## src/rtl/sdm_pkg.sv

```systemverilog
// sdm_pkg: shared types and constants for the linear interpolator in front of
// the sigma-delta modulator.
//   sdm_state_e : interpolator FSM states (IDLE, RUN, STARVE)
//   midscale()  : offset-binary midscale value 2^(w-1), the 50% duty code
package sdm_pkg;

    typedef enum logic [1:0] {
        IDLE   = 2'd0,
        RUN    = 2'd1,
        STARVE = 2'd2
    } sdm_state_e;

    function automatic logic [31:0] midscale(input int unsigned w);
        return 32'd1 << (w - 1);
    endfunction

endpackage

```

## src/rtl/sdm_interp_lin_if.sv

```systemverilog
// sdm_interp_lin_if: upstream sample stream into the interpolator.
//   s_valid : sample valid (master -> slave)
//   s_data  : W-bit unsigned offset-binary sample (master -> slave)
//   s_ready : slave can take a sample this cycle (slave -> master)
interface sdm_interp_lin_if #(
    parameter int W = 12
) ();
    logic         s_valid;
    logic [W-1:0] s_data;
    logic         s_ready;

    modport master (output s_valid, output s_data, input s_ready);
    modport slave  (input s_valid, input s_data, output s_ready);
endinterface

```

## src/rtl/sdm_fifo.sv

```systemverilog
// sdm_fifo: small synchronous FIFO holding samples for the interpolator.
// Registered storage, no fall-through: a word pushed in cycle t is visible on
// dout_o from t+1. Push is ignored when full, pop is ignored when empty.
//   clk_fast, rst_n : clock, async active-low reset (clears pointers/count)
//   push_i, din_i   : write request and data
//   pop_i           : read request, dout_o is the head word
//   full_o, empty_o : occupancy flags
//   level_o         : number of stored words
module sdm_fifo #(
    parameter  int W     = 12,
    parameter  int DEPTH = 4,
    localparam int LW    = $clog2(DEPTH + 1),
    localparam int AW    = (DEPTH > 1) ? $clog2(DEPTH) : 1
) (
    input  logic          clk_fast,
    input  logic          rst_n,
    input  logic          push_i,
    input  logic [W-1:0]  din_i,
    input  logic          pop_i,
    output logic [W-1:0]  dout_o,
    output logic          full_o,
    output logic          empty_o,
    output logic [LW-1:0] level_o
);

    localparam logic [AW-1:0] PTR_ONE = AW'(1);
    localparam logic [LW-1:0] CNT_ONE = LW'(1);
    localparam logic [LW-1:0] CNT_MAX = LW'(DEPTH);

    logic [W-1:0]  mem_q [DEPTH];
    logic [AW-1:0] wr_ptr_q, rd_ptr_q;
    logic [LW-1:0] cnt_q;
    logic          do_push, do_pop;

    assign full_o  = (cnt_q == CNT_MAX);
    assign empty_o = (cnt_q == '0);
    assign level_o = cnt_q;
    assign dout_o  = mem_q[rd_ptr_q];

    assign do_push = push_i & ~full_o;
    assign do_pop  = pop_i & ~empty_o;

    // Storage needs no reset: contents are only observed through cnt_q.
    always_ff @(posedge clk_fast) begin
        if (do_push) mem_q[wr_ptr_q] <= din_i;
    end

    // DEPTH is a power of two, so pointers wrap by plain overflow.
    always_ff @(posedge clk_fast or negedge rst_n) begin
        if (!rst_n) begin
            wr_ptr_q <= '0;
            rd_ptr_q <= '0;
            cnt_q    <= '0;
        end else begin
            if (do_push) wr_ptr_q <= wr_ptr_q + PTR_ONE;
            if (do_pop)  rd_ptr_q <= rd_ptr_q + PTR_ONE;
            case ({do_push, do_pop})
                2'b10:   cnt_q <= cnt_q + CNT_ONE;
                2'b01:   cnt_q <= cnt_q - CNT_ONE;
                default: cnt_q <= cnt_q;
            endcase
        end
    end

endmodule

```

## src/rtl/sdm_interp_lin.sv

```systemverilog
// sdm_interp_lin: first-order (linear) interpolator between an upstream sample
// stream and a sigma-delta modulator running at clk_fast. Each input sample is
// a segment target; the output ramps from the previous target to the new one
// over N = 2^OSR_LOG2 cycles.
//   clk_fast, rst_n : clock, async active-low reset
//   enable          : run request, looked at only on segment boundaries
//   s (slave)       : sample stream (s_valid / s_data / s_ready = not full)
//   dout            : interpolated sample, registered, to modulator din
//   underrun        : one-cycle pulse after a boundary that found no sample
//   busy            : FSM is not IDLE
//   fifo_level      : input FIFO occupancy
module sdm_interp_lin
    import sdm_pkg::*;
#(
    parameter  int W          = 12,
    parameter  int OSR_LOG2   = 6,
    parameter  int FIFO_DEPTH = 4,
    localparam int LW         = $clog2(FIFO_DEPTH + 1)
) (
    input  logic                    clk_fast,
    input  logic                    rst_n,
    input  logic                    enable,
    sdm_interp_lin_if.slave         s,
    output logic [W-1:0]            dout,
    output logic                    underrun,
    output logic                    busy,
    output logic [LW-1:0]           fifo_level
);

    localparam int              AW     = W + OSR_LOG2;
    localparam logic [31:0]     MID32  = midscale(W);
    localparam logic [W-1:0]    MID    = MID32[W-1:0];
    localparam logic [OSR_LOG2-1:0] PH_ONE = OSR_LOG2'(1);

    sdm_state_e            state_q;
    logic [OSR_LOG2-1:0]   phase_q;
    logic [W-1:0]          c_q;
    logic [W:0]            step_q;      // two's complement, x - c
    logic [AW-1:0]         acc_q;
    logic                  und_q;

    logic                  boundary;
    logic                  fifo_full, fifo_empty, fifo_push, fifo_pop;
    logic [W-1:0]          fifo_dout;
    logic [W:0]            step_d;
    logic [AW-1:0]         step_ext, c_shift;

    sdm_fifo #(
        .W     (W),
        .DEPTH (FIFO_DEPTH)
    ) u_fifo (
        .clk_fast (clk_fast),
        .rst_n    (rst_n),
        .push_i   (fifo_push),
        .din_i    (s.s_data),
        .pop_i    (fifo_pop),
        .dout_o   (fifo_dout),
        .full_o   (fifo_full),
        .empty_o  (fifo_empty),
        .level_o  (fifo_level)
    );

    assign s.s_ready = ~fifo_full;
    assign fifo_push = s.s_valid & ~fifo_full;

    // Phase counter free-runs; all-ones is the last cycle of a segment.
    assign boundary = (phase_q == '1);
    assign fifo_pop = boundary & enable & ~fifo_empty;

    // Zero-extend both operands to W+1 bits, the difference is the signed slope.
    assign step_d   = {1'b0, fifo_dout} - {1'b0, c_q};
    assign step_ext = {{(OSR_LOG2-1){step_q[W]}}, step_q};
    assign c_shift  = {c_q, {OSR_LOG2{1'b0}}};

    // Each segment restarts acc exactly at c<<OSR_LOG2, so the ramp of N-1
    // steps stays between the two targets and never overflows.
    always_ff @(posedge clk_fast or negedge rst_n) begin
        if (!rst_n) begin
            state_q <= IDLE;
            phase_q <= '0;
            c_q     <= MID;
            step_q  <= '0;
            acc_q   <= {MID, {OSR_LOG2{1'b0}}};
            und_q   <= 1'b0;
        end else begin
            phase_q <= phase_q + PH_ONE;
            und_q   <= 1'b0;
            if (boundary) begin
                acc_q <= c_shift;
                if (!enable) begin
                    step_q  <= '0;
                    state_q <= IDLE;
                end else if (!fifo_empty) begin
                    c_q     <= fifo_dout;
                    step_q  <= step_d;
                    state_q <= RUN;
                end else begin
                    step_q <= '0;
                    // IDLE with nothing queued stays put; only a running
                    // stream can starve.
                    if (state_q != IDLE) begin
                        state_q <= STARVE;
                        und_q   <= 1'b1;
                    end
                end
            end else if (state_q == RUN) begin
                acc_q <= acc_q + step_ext;
            end
        end
    end

    assign dout     = acc_q[AW-1:OSR_LOG2];
    assign underrun = und_q;
    assign busy     = (state_q != IDLE);

endmodule

```

## src/flat_wrapper.sv

```systemverilog
// flat-port wrapper written by rule: the top's interface ports become plain ports
module sdm_interp_lin_flat import sdm_pkg::*;
#(
    parameter  int W          = 12,
    parameter  int OSR_LOG2   = 6,
    parameter  int FIFO_DEPTH = 4,
    localparam int LW         = $clog2(FIFO_DEPTH + 1)
)
  (clk_fast, rst_n, enable, dout, underrun, busy, fifo_level, s_s_valid, s_s_data, s_s_ready);
  sdm_interp_lin_if #(.W(W)) s_i ();
  input  logic clk_fast;
  input  logic rst_n;
  input  logic enable;
  output logic [W-1:0] dout;
  output logic underrun;
  output logic busy;
  output logic [LW-1:0] fifo_level;
  input wire logic [$bits(s_i.s_valid)-1:0] s_s_valid;
  input wire logic [$bits(s_i.s_data)-1:0] s_s_data;
  output wire logic [$bits(s_i.s_ready)-1:0] s_s_ready;
  assign s_i.s_valid = s_s_valid;
  assign s_i.s_data = s_s_data;
  assign s_s_ready = s_i.s_ready;
  sdm_interp_lin #(.W(W), .OSR_LOG2(OSR_LOG2), .FIFO_DEPTH(FIFO_DEPTH)) u_core (.clk_fast(clk_fast), .rst_n(rst_n), .enable(enable), .s(s_i), .dout(dout), .underrun(underrun), .busy(busy), .fifo_level(fifo_level));
endmodule
```

## config.mk

```make
export PLATFORM = sky130hd
export DESIGN_NAME = sdm_interp_lin_flat
export DESIGN_NICKNAME = d
export VERILOG_FILES = /design/src/rtl/sdm_pkg.sv /design/src/rtl/sdm_interp_lin_if.sv /design/src/rtl/sdm_fifo.sv /design/src/rtl/sdm_interp_lin.sv /design/src/flat_wrapper.sv
export SDC_FILE = /design/constraint.sdc
export NUM_CORES = 1
export LEC_CHECK = 0
export ABC_AREA = 0
export CORE_UTILIZATION = 60
export CTS_BUF_LIST = sky130_fd_sc_hd__clkbuf_4
export CTS_CLUSTER_SIZE = 12
export DETAILED_ROUTE_END_ITERATION = 16
export PLACE_DENSITY = 0.91
export SETUP_SLACK_MARGIN = 0.1
export SLEW_MARGIN = 10
export SYNTH_ARGS = -nofsm -noshare
export SYNTH_HDL_FRONTEND = slang
export SYNTH_SLANG_ARGS = --single-unit
```

## constraint.sdc

```tcl
create_clock -name clk_fast -period 4.2 [get_ports clk_fast]
set_clock_uncertainty 0.15 [all_clocks]
set_input_delay 0.42 -clock clk_fast [delete_from_list [all_inputs] [get_ports clk_fast]]
set_output_delay 0.42 -clock clk_fast [all_outputs]
set_load 0.005 [all_outputs]
```

======== Word level (Yosys, flattened, before mapping) ========
Memory sizes are Yosys's and may differ from the RTL's.
Cells that the tools add are included.
storage, ports and cells
  memories ................................ 1
  memory bits (writable) .................. 48
  output and inout bits ................... 18
  register bits ........................... 59
  logic and storage cells ................. 50
  bits of input ports ..................... 16
cells by class
  equality and inequality tests ........... 6
  add/subtract/negate cells ............... 7
  muxes and demuxes ....................... 14
  reductions and logical operators ........ 6
  bitwise operators ....................... 7
memories
  memory               depth  bits a word  read ports  clocked after Yosys merged registers in  write ports  line            text
  u_core.u_fifo.mem_q  4      12           1           0                                        1            sdm_fifo.sv:30  logic [W-1:0] mem_q [DEPTH];
operators with widths
  kind                 count
  $mux 18              2
  $mux 13              2
  $add 18x18->18       1
  $sub 12x12->13       1
  $add 6x1->6 const B  1
  $eq 6x6->1 const B   1
  $mux 1               6
  $mux 2               3
  $pmux 3 s2           1
  $reduce_bool 2->1    3
  $and 1x1->1          5
  $add 2x1->2 const B  2
  $eq 2x1->1 const B   2
  $add 3x1->3 const B  1
  $eq 3x3->1 const B   1
  $logic_not 3->1      1
  $ne 3x3->1 const B   1
  $reduce_and 3->1     1
  $sub 3x1->3 const B  1
  $eq 2x2->1 const B   1
  $not 1->1            2
  $reduce_and 2->1     1

======== Logic depth before layout (Yosys ltp) ========
Gate-level depths: netlist of run 1.
  depth after elaboration ................. 6
  gate-level depth with buffers ........... 14
  mapped depth without buffers ............ 13

======== Cells and area by module ========
Synthesis of run 1 repeated with hierarchy kept, for this count alone.
second synthesis, totals
  cells, all modules ...................... 471
  area total of the unflattened synthesis .. 5556.6 µm²
by module, submodules not included
  module          area each (µm²)  times used  seq. area each (µm²)  cells each
  sdm_interp_lin  3368.2           1           1303.8                371
  sdm_fifo        2188.3           1           1616.6                100

======== Worst setup path after synthesis of run 1 ========
OpenSTA, ideal clock, no wires.
  path kind ............................... register -> register
  start point ............................. reg u_core.u_fifo.rd_ptr_q[0]
  end point ............................... reg u_core.step_q[11]
  arrival time ............................ 3185 ps
  library setup time ...................... 131 ps
  buffers on the path ..................... 2
  required time ........................... 3919 ps
  path slack .............................. 734 ps
  period minus slack after synthesis ...... 3466 ps
  cell stages (with the launch flop) ...... 12
  cells stage by stage .................... dfrtp_1 > clkbuf_1 > buf_2 > mux4_2 > ha_1 > a21o_1 > a21o_1 > a2111oi_0 > nor2_1 > nand2b_1 > a31oi_1 > or3_1
on the way
  cells in the longest elaborated chain, start to end .. 4
RTL lines
  element                  line                  text
  from (decl)              sdm_fifo.sv:31        logic [AW-1:0] wr_ptr_q, rd_ptr_q;
  from (signal assigned)   sdm_fifo.sv:56        if (do_pop) rd_ptr_q <= rd_ptr_q + PTR_ONE;
  $mem_v2 4x12             -
  net u_core.fifo_dout[1]  sdm_interp_lin.sv:44  logic [W-1:0] fifo_dout;
  $sub 12x12->13           sdm_interp_lin.sv:71  assign step_d = {1'b0, fifo_dout} - {1'b0, c_q};
  $mux 13                  sdm_interp_lin.sv:93  end else if (!fifo_empty) begin
  $mux 13                  sdm_interp_lin.sv:90  if (!enable) begin
  to (signal assigned)     sdm_interp_lin.sv:95  step_q <= step_d;
  to (decl)                sdm_interp_lin.sv:38  logic [W:0] step_q;
The timed path passes the listed nets, and every way through them passes these cells.
A chain may end at the register's enable or synchronous reset.

======== Worst setup path in the final report of run 1 ========
  start point ............................. reg u_core.phase_q[0]
  end point ............................... reg u_core.u_fifo.cnt_q[2], in the netlist u_core.u_fifo.level_o[2]
on the way
  cells in the longest elaborated chain, start to end .. 6
  elaborated cells on any way between the ends .. 8
  those cells by class .................... 3 x eq/ne; 1 x mux; 3 x bitwise; 1 x reduce/logical
RTL lines
  element                                                 line                  text
  from (decl)                                             sdm_interp_lin.sv:36  logic [OSR_LOG2-1:0] phase_q;
  from (signal assigned)                                  sdm_interp_lin.sv:86  phase_q <= phase_q + PH_ONE;
  $eq 6x6->1 (*)                                          sdm_interp_lin.sv:67  assign boundary = (phase_q == '1);
  $and 1x1->1 (*) (2 in series)                           sdm_interp_lin.sv:68  assign fifo_pop = boundary & enable & ~fifo_empty;
  $and 1x1->1 (*)                                         sdm_fifo.sv:41        assign do_pop = pop_i & ~empty_o;
  $eq 2x1->1 / $eq 2x2->1 (equally long branches)         sdm_fifo.sv:57        case ({do_push, do_pop})
  $pmux 3 s2 / $reduce_bool 2->1 (equally long branches)  -
  to (signal assigned)                                    sdm_fifo.sv:58        2'b10: cnt_q <= cnt_q + CNT_ONE;
  to (signal assigned)                                    sdm_fifo.sv:59        2'b01: cnt_q <= cnt_q - CNT_ONE;
  to (signal assigned)                                    sdm_fifo.sv:60        default: cnt_q <= cnt_q;
  to (decl)                                               sdm_fifo.sv:32        logic [LW-1:0] cnt_q;
Every way passes the cells marked *; elsewhere a longest branch is shown, timed or not.

==> insert_results.sql, run 1 <==
INSERT INTO impl_metrics (metric_group, metric, value, unit) VALUES
('status', 'status', 'finished with violations', ''),
('clock_tree', 'max-clock-path-buffers', '2', ''),
('finish', 'nets', '552', ''),
('logic_synthesis', 'post_synthesis_instance_area', '0.00553', 'mm²'),
('floorplanning', 'floorplan.die.width', '98.0', 'µm'),
('timing', 'finalMaxSlewViolations', '0', ''),
('placed_design', 'place.gp.congestion', '0.875', ''),
('placed_design', 'dpl-instance-area', '0.00586', 'mm²'),
('timing', 'fmax', '303', 'MHz'),
('critical_path', 'critPathRequiredTime', '4.46', 'ns'),
('global_routing', 'global_route.overflow_total', '0', ''),
('detailed_routing', 'route.vias.total', '3675', ''),
('timing', 'tightestPinTransition', '0.965', 'ns'),
('placed_design', 'post-place-cells', '593', ''),
('job', 'max_cap_viol_count', '0', ''),
('finish', 'final_layout_size_suffix_gt1_frac', '0.0837', ''),
('floorplanning', 'die_h', '98.0', 'µm'),
('logic_synthesis', 'synth_async_sr_flop_share', '0.551', ''),
('detailed_routing', 'routed_wirelength_normalized_by_instance_count', '16.9', 'µm'),
('detailed_routing', 'antenna_violating_nets_post_route', '0', ''),
('floorplanning', 'fp.dieArea', '0.00960', 'mm²'),
('critical_path', 'delay_of_the_slowest_cell_on_the_worst_path', '0.53', 'ns'),
('power', 'vdd_drop_max', '0.264', 'mV'),
('logic_synthesis', 'seq_area_frac_synth', '0.528', ''),
('global_routing', 'grt.total_usage', '0.240', ''),
('critical_path', 'setup.worst_path.end_class', 'register', ''),
('status', 'violations', 'design-rule violations', ''),
('critical_path', 'cp_max_fo', '28', ''),
('placed_design', 'hpwl', '7370', 'µm'),
('clock_tree', 'cts_setup_buffers', '0', ''),
('logic_synthesis', 'syn_avg_cell_area', '11.6', 'µm²'),
('logic_synthesis', 'synth-seq-cells', '107', ''),
('clock_tree', 'cts_root_buf', 'sky130_fd_sc_hd__clkbuf_4', ''),
('global_routing', 'grt_pass1_vias', '3772', ''),
('logic_synthesis', 'main_synth_ff_type', 'sky130_fd_sc_hd__dfrtp_1', ''),
('logic_synthesis', 'synth_top_area_share', '0.261', ''),
('detailed_routing', 'remaining_drc_errors', '1', ''),
('timing', 'final-hold-violation-count', '0', ''),
('clock_tree', 'htree_levels', '3', ''),
('critical_path', 'setup.worst_path.start_class', 'register', ''),
('logic_synthesis', 'mappedNetlistNets', '531', ''),
('critical_path', 'worst_path_max_delay_cell', 'sky130_fd_sc_hd__inv_2', ''),
('finish', 'fin_area', '0.00602', 'mm²'),
('clock_tree', 'cts_inserted_buffers', '9', ''),
('logic_synthesis', 'synthesis.yosys.warnings', '0', ''),
('detailed_routing', 'dr.first_iter.drc_count', '194', ''),
('logic_synthesis', 'yosys-top-cells-count', '57 x sky130_fd_sc_hd__dfrtp_1, 54 x sky130_fd_sc_hd__nand2_1, 48 x sky130_fd_sc_hd__edfxtp_1, 36 x sky130_fd_sc_hd__ha_1, 33 x sky130_fd_sc_hd__o21ai_0', ''),
('global_routing', 'antenna_violations_before_repair', '0', ''),
('hold_path', 'min_path_type', 'register to register', ''),
('critical_path', 'worstPathCellList', 'ha_1 -> and3_1 -> and3_1 -> nand3_1 -> inv_2 -> ha_1 -> inv_1 -> fa_1 -> xor2_1 -> nor2_1 -> xor2_1', ''),
('floorplanning', 'initial_core_util', '0.628', ''),
('logic_synthesis', 'synth_most_common_cell', 'sky130_fd_sc_hd__dfrtp_1', ''),
('placed_design', 'port-buffer-count', '33', ''),
('critical_path', 'worst_ep_arrival_time', '3.55', 'ns'),
('logic_synthesis', 'synth_top_cells_by_area', 'sky130_fd_sc_hd__edfxtp_1 26%, sky130_fd_sc_hd__dfrtp_1 26%, sky130_fd_sc_hd__ha_1 8.1%', ''),
('critical_path', 'critPathKind', 'register to register', ''),
('floorplanning', 'ioPinCount', '34', ''),
('floorplanning', 'coreArea', '0.00881', 'mm²'),
('timing', 'period_needed', '3.30', 'ns'),
('finish', 'final_cells', '610', ''),
('floorplanning', 'row_count', '34', ''),
('logic_synthesis', 'synthDistinctLibCells', '56', ''),
('power', 'power.leakage', '2.54', 'nW'),
('power', 'power', '2.14', 'mW'),
('timing', 'worst_case_headroom_to_the_max_slew_limit', '0.355', ''),
('clock_tree', 'cts_num_sinks', '107', ''),
('finish', 'layout.core_utilization', '0.684', ''),
('clock_tree', 'cts_resized', '0', ''),
('power', 'pwr_density_cell', '356', 'mW/mm²'),
('detailed_routing', 'via_per_inst', '6.02', ''),
('logic_synthesis', 'number_of_cells_produced_by_synthesis', '476', '');
[final timing paths]
kind	start	end	slack, ns	cells past startpoint
min	u_core.phase_q[0]	u_core.phase_q[0]	0.34	1
max in group asynchronous	rst_n	u_core.step_q[9]	2.94	3
max reg2reg	u_core.phase_q[0]	u_core.u_fifo.level_o[2]	0.90	11
min in group asynchronous	rst_n	u_core.state_q[1]	0.45	3
min reg2reg	u_core.phase_q[0]	u_core.phase_q[0]	0.34	1
max	u_core.phase_q[0]	u_core.u_fifo.level_o[2]	0.90	11
[worst max-delay path: cells and delay by family (launching register included)]
kind	cells	cell delay [ns]
simple gates	4	0.94
xor+xnor	2	0.30
flops	1	0.42
buf+inv	2	0.59
fa+ha+maj	3	0.84
[routing by layer]
layer / part of all wire / global-route usage
met1: 0.44 / 0.303
met5: 0 / 0
met4: 0.019 / 0.0874
met2: 0.51 / 0.406
met3: 0.037 / 0.0544
[what timing repair did]
item | CTS | global route
setup endpoints to repair | 0 | 0
hold buffers | 1 | 0
endpoints found under the hold margin | 57 | 0
[cell usage in the layout, fill, tap and decap left out, types with 2 or more instances in the layout]
cell,synthesis,final
sky130_fd_sc_hd__dfrtp_1,57,57
sky130_fd_sc_hd__nand2_1,54,54
sky130_fd_sc_hd__edfxtp_1,48,48
sky130_fd_sc_hd__ha_1,36,36
sky130_fd_sc_hd__o21ai_0,33,33
sky130_fd_sc_hd__inv_1,32,32
sky130_fd_sc_hd__clkdlybuf4s50_1,0,32
sky130_fd_sc_hd__a21oi_1,25,25
sky130_fd_sc_hd__xnor2_1,16,16
sky130_fd_sc_hd__nor2_1,16,16
sky130_fd_sc_hd__nand3_1,15,15
sky130_fd_sc_hd__xor2_1,14,14
sky130_fd_sc_hd__mux4_2,12,12
sky130_fd_sc_hd__and3_1,12,12
sky130_fd_sc_hd__a21o_1,12,12
sky130_fd_sc_hd__clkbuf_4,0,9
sky130_fd_sc_hd__a31oi_1,5,5
sky130_fd_sc_hd__a211oi_1,4,4
sky130_fd_sc_hd__or3_1,3,3
sky130_fd_sc_hd__a221o_1,3,3
sky130_fd_sc_hd__nor2b_1,3,3
sky130_fd_sc_hd__nor3_1,3,3
sky130_fd_sc_hd__nand2b_1,3,3
sky130_fd_sc_hd__a22oi_1,3,3
sky130_fd_sc_hd__fa_1,3,3
sky130_fd_sc_hd__buf_4,12,3
sky130_fd_sc_hd__or2_2,2,2
sky130_fd_sc_hd__a22o_1,2,2
sky130_fd_sc_hd__nand4_1,2,2
sky130_fd_sc_hd__a311oi_1,2,2
sky130_fd_sc_hd__nand3b_1,2,2
sky130_fd_sc_hd__o21bai_1,2,2
sky130_fd_sc_hd__nor3b_1,2,2
sky130_fd_sc_hd__clkinvlp_4,0,2
sky130_fd_sc_hd__dfstp_2,2,2
[where the power goes]
group	internal, mW	total [mW]	switching, mW
Clock	0.191	0.547	0.356
Sequential	1.22	1.26	0.0431
Combinational	0.145	0.331	0.186
[flip-flops by register name, summed over array words and instances (netlist names)]
name	flops
u_core.underrun	1
u_core.u_fifo.mem_q	48
u_core.u_fifo.wr_ptr_q	2
u_core.acc_q	18
u_core.u_fifo.level_o	3
u_core.c_q	12
u_core.phase_q	6
u_core.step_q	13
u_core.state_q	2
u_core.u_fifo.rd_ptr_q	2
[cell type report]
class | count | area [µm²]
sequential | 107 | 2920
fill | 632 | 2780
multi-input combinational | 309 | 2330
timing repair buffer | 37 | 358
tap | 108 | 135
inverter | 33 | 124
clock inverter | 7 | 85.1
clock buffer | 9 | 67.6
[kinds of logic (layout without fill, tap and decap cells)]
group                    Yosys count  in the layout  share of synthesized area
flip-flops                       107            107                      0.528
XOR/XNOR                          30             30                     0.0475
buffers and inverters             60             86                     0.0496
AND/OR/NAND/NOR                  121            121                      0.103
multiplexers                      12             12                     0.0489
adder cells (fa/ha/maj)           39             39                     0.0923
AO/OA/AOI/OAI                    107            107                      0.130
[metrics by stage]
stage,hold WS (ns),setup slack (ns)
2_1_floorplan,-0.0256,0.734
5_1_grt,0.370,0.595
3_3_place_gp,0.308,0.963
3_5_place_dp,0.328,0.915
6_report,0.341,0.903
4_1_cts,0.349,0.888
Note: power is estimated with default switching activity, not from simulation.
==> run 2: changes to the inputs <==
--- a/config.mk
+++ b/config.mk
@@ -6,11 +6,11 @@
 export NUM_CORES = 1
 export LEC_CHECK = 0
 export ABC_AREA = 0
-export CORE_UTILIZATION = 60
+export CORE_UTILIZATION = 56
 export CTS_BUF_LIST = sky130_fd_sc_hd__clkbuf_4
 export CTS_CLUSTER_SIZE = 12
 export DETAILED_ROUTE_END_ITERATION = 16
-export PLACE_DENSITY = 0.91
+export PLACE_DENSITY = 0.9
 export SETUP_SLACK_MARGIN = 0.1
 export SLEW_MARGIN = 10
 export SYNTH_ARGS = -nofsm -noshare
==> constraint.sdc (replaced) <==
create_clock -name clk_fast -period 2.99 [get_ports clk_fast]
set_clock_uncertainty 0.15 [all_clocks]
set_input_delay 0.299 -clock clk_fast [delete_from_list [all_inputs] [get_ports clk_fast]]
set_output_delay 0.299 -clock clk_fast [all_outputs]
set_load 0.005 [all_outputs]
==> run 2 against run 1 <==
Effect of this change: the flow now finishes without violations; critical path depth increased by 2; non-clock buffer count increased by 17; routed wire length increased by 5.2%; final cell count increased by 6.2%; fmax increased by 12%; worst hold slack got worse by 0.036 ns; flip-flop and latch count unchanged; largest cell class unchanged.
==> insert_results.sql, run 2 (synthesis gave the netlist of run 1 again) <==
INSERT INTO impl_metrics (metric_group, metric, value, unit) VALUES
('global_routing', 'global_route.overflow_total', '0', ''),
('detailed_routing', 'detail_route.first_pass.iterations', '5', ''),
('timing', 'fmax', '341', 'MHz'),
('critical_path', 'worstPathCellList', 'mux4_2 -> inv_2 -> ha_4 -> inv_2 -> fa_2 -> a21o_1 -> a21oi_2 -> o21bai_2 -> nand3_1 -> a21o_1 -> a31oi_1 -> o21ai_1 -> a22o_1', ''),
('critical_path', 'delay_of_the_slowest_cell_on_the_worst_path', '0.53', 'ns'),
('placed_design', 'port-buffer-count', '33', ''),
('finish', 'final_layout_size_suffix_gt1_frac', '0.156', ''),
('timing', 'worst_slack', '0.0558', 'ns'),
('detailed_routing', 'route.vias.total', '3758', ''),
('global_routing', 'grt_max_degree', '60', ''),
('global_routing', 'grt_pass1_vias', '3791', ''),
('power', 'vdd_drop_max', '0.338', 'mV'),
('global_routing', 'gr-usage-met2', '0.406', ''),
('critical_path', 'reg2reg_setup_slack', '0.06', 'ns'),
('critical_path', 'setup.worst_path.start_class', 'register', ''),
('critical_path', 'worst_setup_path_endpoint', 'u_core.step_q[12]', ''),
('critical_path', 'reg2regPathDepth', '13', ''),
('finish', 'largest_reg_flops', '48', ''),
('floorplanning', 'initial_core_util', '0.587', ''),
('critical_path', 'r2r-start', 'u_core.u_fifo.rd_ptr_q[0]', ''),
('timing', 'grt_setup_unrepaired', 'true', ''),
('finish', 'most_common_library_cell_in_the_layout_ignoring_fill_and_taps', 'sky130_fd_sc_hd__dfrtp_1', ''),
('floorplanning', 'floorplan.die.width', '101', 'µm'),
('timing', 'timing.final.setup_violations', '0', ''),
('finish', 'layout_common_cells', '56 x sky130_fd_sc_hd__dfrtp_1, 54 x sky130_fd_sc_hd__nand2_1, 48 x sky130_fd_sc_hd__edfxtp_1', ''),
('critical_path', 'worst_ep_arrival_time', '3.17', 'ns'),
('job', 'max_cap_viol_count', '0', ''),
('clock_tree', 'cts_inserted_buffers', '9', ''),
('timing', 'period_needed', '2.93', 'ns'),
('global_routing', 'antenna_violations_before_repair', '0', ''),
('detailed_routing', 'routed_wirelength_normalized_by_instance_count', '16.8', 'µm'),
('clock_tree', 'cts_tree', 'built', ''),
('power', 'pwr_density_cell', '471', 'mW/mm²'),
('global_routing', 'global_routing_s_busiest_layer', 'met2', ''),
('placed_design', 'hpwl', '7440', 'µm'),
('detailed_routing', 'via_per_inst', '5.80', ''),
('critical_path', 'setup.worst_path.end_class', 'register', ''),
('detailed_routing', 'remaining_drc_errors', '0', ''),
('timing', 'tightestPinTransition', '0.835', 'ns'),
('global_routing', 'grt_util_met3', '0.0476', ''),
('global_routing', 'grt_first_pass_wirelength', '17800', 'µm'),
('timing', 'totalNegativeSetupSlack', '0', 'ns'),
('timing', 'finalMaxSlewViolations', '0', ''),
('detailed_routing', 'antenna_violating_nets_post_route', '0', ''),
('finish', 'biggestRegsByFlops', 'u_core.u_fifo.mem_q x48, u_core.acc_q x18, u_core.step_q x13', ''),
('placed_design', 'worst_slack_at_placement', '-0.0353', 'ns'),
('detailed_routing', 'postRouteWirelength', '10900', 'µm'),
('status', 'status', 'finished clean', ''),
('critical_path', 'crit-reg2reg-capture', 'u_core.step_q[12]', ''),
('power', 'power.leakage', '2.63', 'nW'),
('timing', 'final-hold-violation-count', '0', ''),
('power', 'share_clk_of_total_power', '0.228', ''),
('floorplanning', 'fp.dieArea', '0.0103', 'mm²'),
('timing', 'worst_case_headroom_to_the_max_slew_limit', '0.443', ''),
('power', 'total_switching_power', '0.822', 'mW'),
('critical_path', 'cp_max_fo', '3', ''),
('timing', 'holdWs', '0.305', 'ns'),
('placed_design', 'place.gp.congestion', '0.878', ''),
('finish', 'antenna_diode_count', '0', ''),
('floorplanning', 'die_h', '101', 'µm'),
('clock_tree', 'cts_num_sinks', '107', ''),
('global_routing', 'grt.total_usage', '0.226', ''),
('clock_tree', 'htree_levels', '3', ''),
('floorplanning', 'ioPinCount', '34', ''),
('clock_tree', 'worst_skew_pair.late_latency', '0.46', 'ns'),
('global_routing', 'groute.layer.met1.usage', '0.280', ''),
('hold_path', 'min_path_type', 'primary input to register', ''),
('clock_tree', 'cts_root_buf', 'sky130_fd_sc_hd__clkbuf_4', ''),
('critical_path', 'worst_path_max_delay_cell', 'sky130_fd_sc_hd__mux4_2', ''),
('detailed_routing', 'dr.first_iter.drc_count', '168', ''),
('finish', 'synthToLayoutAreaGrowth', '14.1', '%'),
('finish', 'largest_register_by_flop_count', 'u_core.u_fifo.mem_q', ''),
('power', 'p_sw_frac', '0.277', ''),
('clock_tree', 'clk_pin_slew_worst_paths', '0.16', 'ns'),
('floorplanning', 'row_count', '35', ''),
('clock_tree', 'max-clock-path-buffers', '2', ''),
('finish', 'nets', '569', ''),
('power', 'share_comb_of_total_power', '0.175', ''),
('power', 'share_seq_of_total_power', '0.598', ''),
('timing', 'finalCritPeriodShare', '0.981', ''),
('critical_path', 'critPathRequiredTime', '3.22', 'ns'),
('critical_path', 'worst_setup_path_startpoint', 'u_core.u_fifo.rd_ptr_q[0]', ''),
('floorplanning', 'coreArea', '0.00942', 'mm²'),
('critical_path', 'critPathKind', 'register to register', ''),
('power', 'power.internal', '2.15', 'mW');
run 2: cell count changes in the layout (fill, tap and decap cells not counted), moves of 3 or more:
cell	delta
sky130_fd_sc_hd__ha_4	+5
sky130_fd_sc_hd__a21oi_2	+3
sky130_fd_sc_hd__a21oi_1	-3
sky130_fd_sc_hd__buf_4	+16
sky130_fd_sc_hd__ha_1	-5
sky130_fd_sc_hd__o21ai_0	-4
sky130_fd_sc_hd__o21ai_1	+3
run 2: layout make-up:
cell class,count,area (µm²)
Tap cell,129,161
Timing Repair Buffer,54,498
Clock buffer,11,82.6
Clock inverter,5,43.8
Inverter,33,124
Sequential cell,107,2920
Fill cell,666,3110
Multi-Input combinational cell,309,2480
run 2: worst min-delay path by stage:
| stage | startpoint | end | slack, ns | cells after the start |
|---|---|---|---|---|
| after detailed placement | u_core.phase_q[0] | u_core.phase_q[0] | 0.33 | 1 |
| after CTS | s_s_data[0] | u_core.u_fifo.mem_q[3][0] | 0.30 | 1 |
| after floorplan | rst_n | u_core.acc_q[0] | -0.15 | 0 |
| after global routing | s_s_data[4] | u_core.u_fifo.mem_q[2][4] | 0.27 | 1 |
| final | s_s_data[1] | u_core.u_fifo.mem_q[1][1] | 0.30 | 1 |
| after global placement | u_core.phase_q[3] | u_core.phase_q[3] | 0.32 | 1 |
run 2: power groups by stage:
stage	Clock, mW	Combinational, mW	Sequential [mW]
after floorplan	0	0.290	1.79
after global placement	0	0.449	1.80
after detailed placement	0	0.473	1.81
after CTS	0.691	0.492	1.78
after global routing	0.756	0.573	1.79
final	0.677	0.519	1.78
run 2: layer usage:
layer  vias to the layer above  routed length [µm]
li1                       1779                   -
met1                      1850                4520
met2                       111                5620
met3                        18                 521
met4                         0                 186
met5                         -                   0
run 2: critical path: cells and delay by family, from the launching register on:
kind / cells / cell delay [ns]
flip-flops: 1 / 0.46
multiplexers: 1 / 0.53
buffers and inverters: 2 / 0.14
AND/OR/NAND/NOR: 1 / 0.09
AO/OA/AOI/OAI: 7 / 1.00
adder cells (fa/ha/maj): 2 / 0.49
run 2: timing repair:
action | 4_1_cts | 5_1_grt
buffers inserted | 9 | 3
setup endpoints to repair | 6 | 10
hold buffers | 1 | 0
gates resized for setup | 7 | 19
pin swaps | 6 | 10
endpoints found under the hold margin | 57 | 0
run 2: per-stage QoR:
step           cell area [µm²]  instances  power [mW]  utilization
3_5_place_dp              5960        619        2.28        0.633
4_1_cts                   6190        645        2.96        0.658
6_report                  6310        648        2.97        0.670
3_3_place_gp              5960        619        2.24        0.633
2_1_floorplan             5570        476        2.08            -
5_1_grt                   6310        648        3.12        0.670
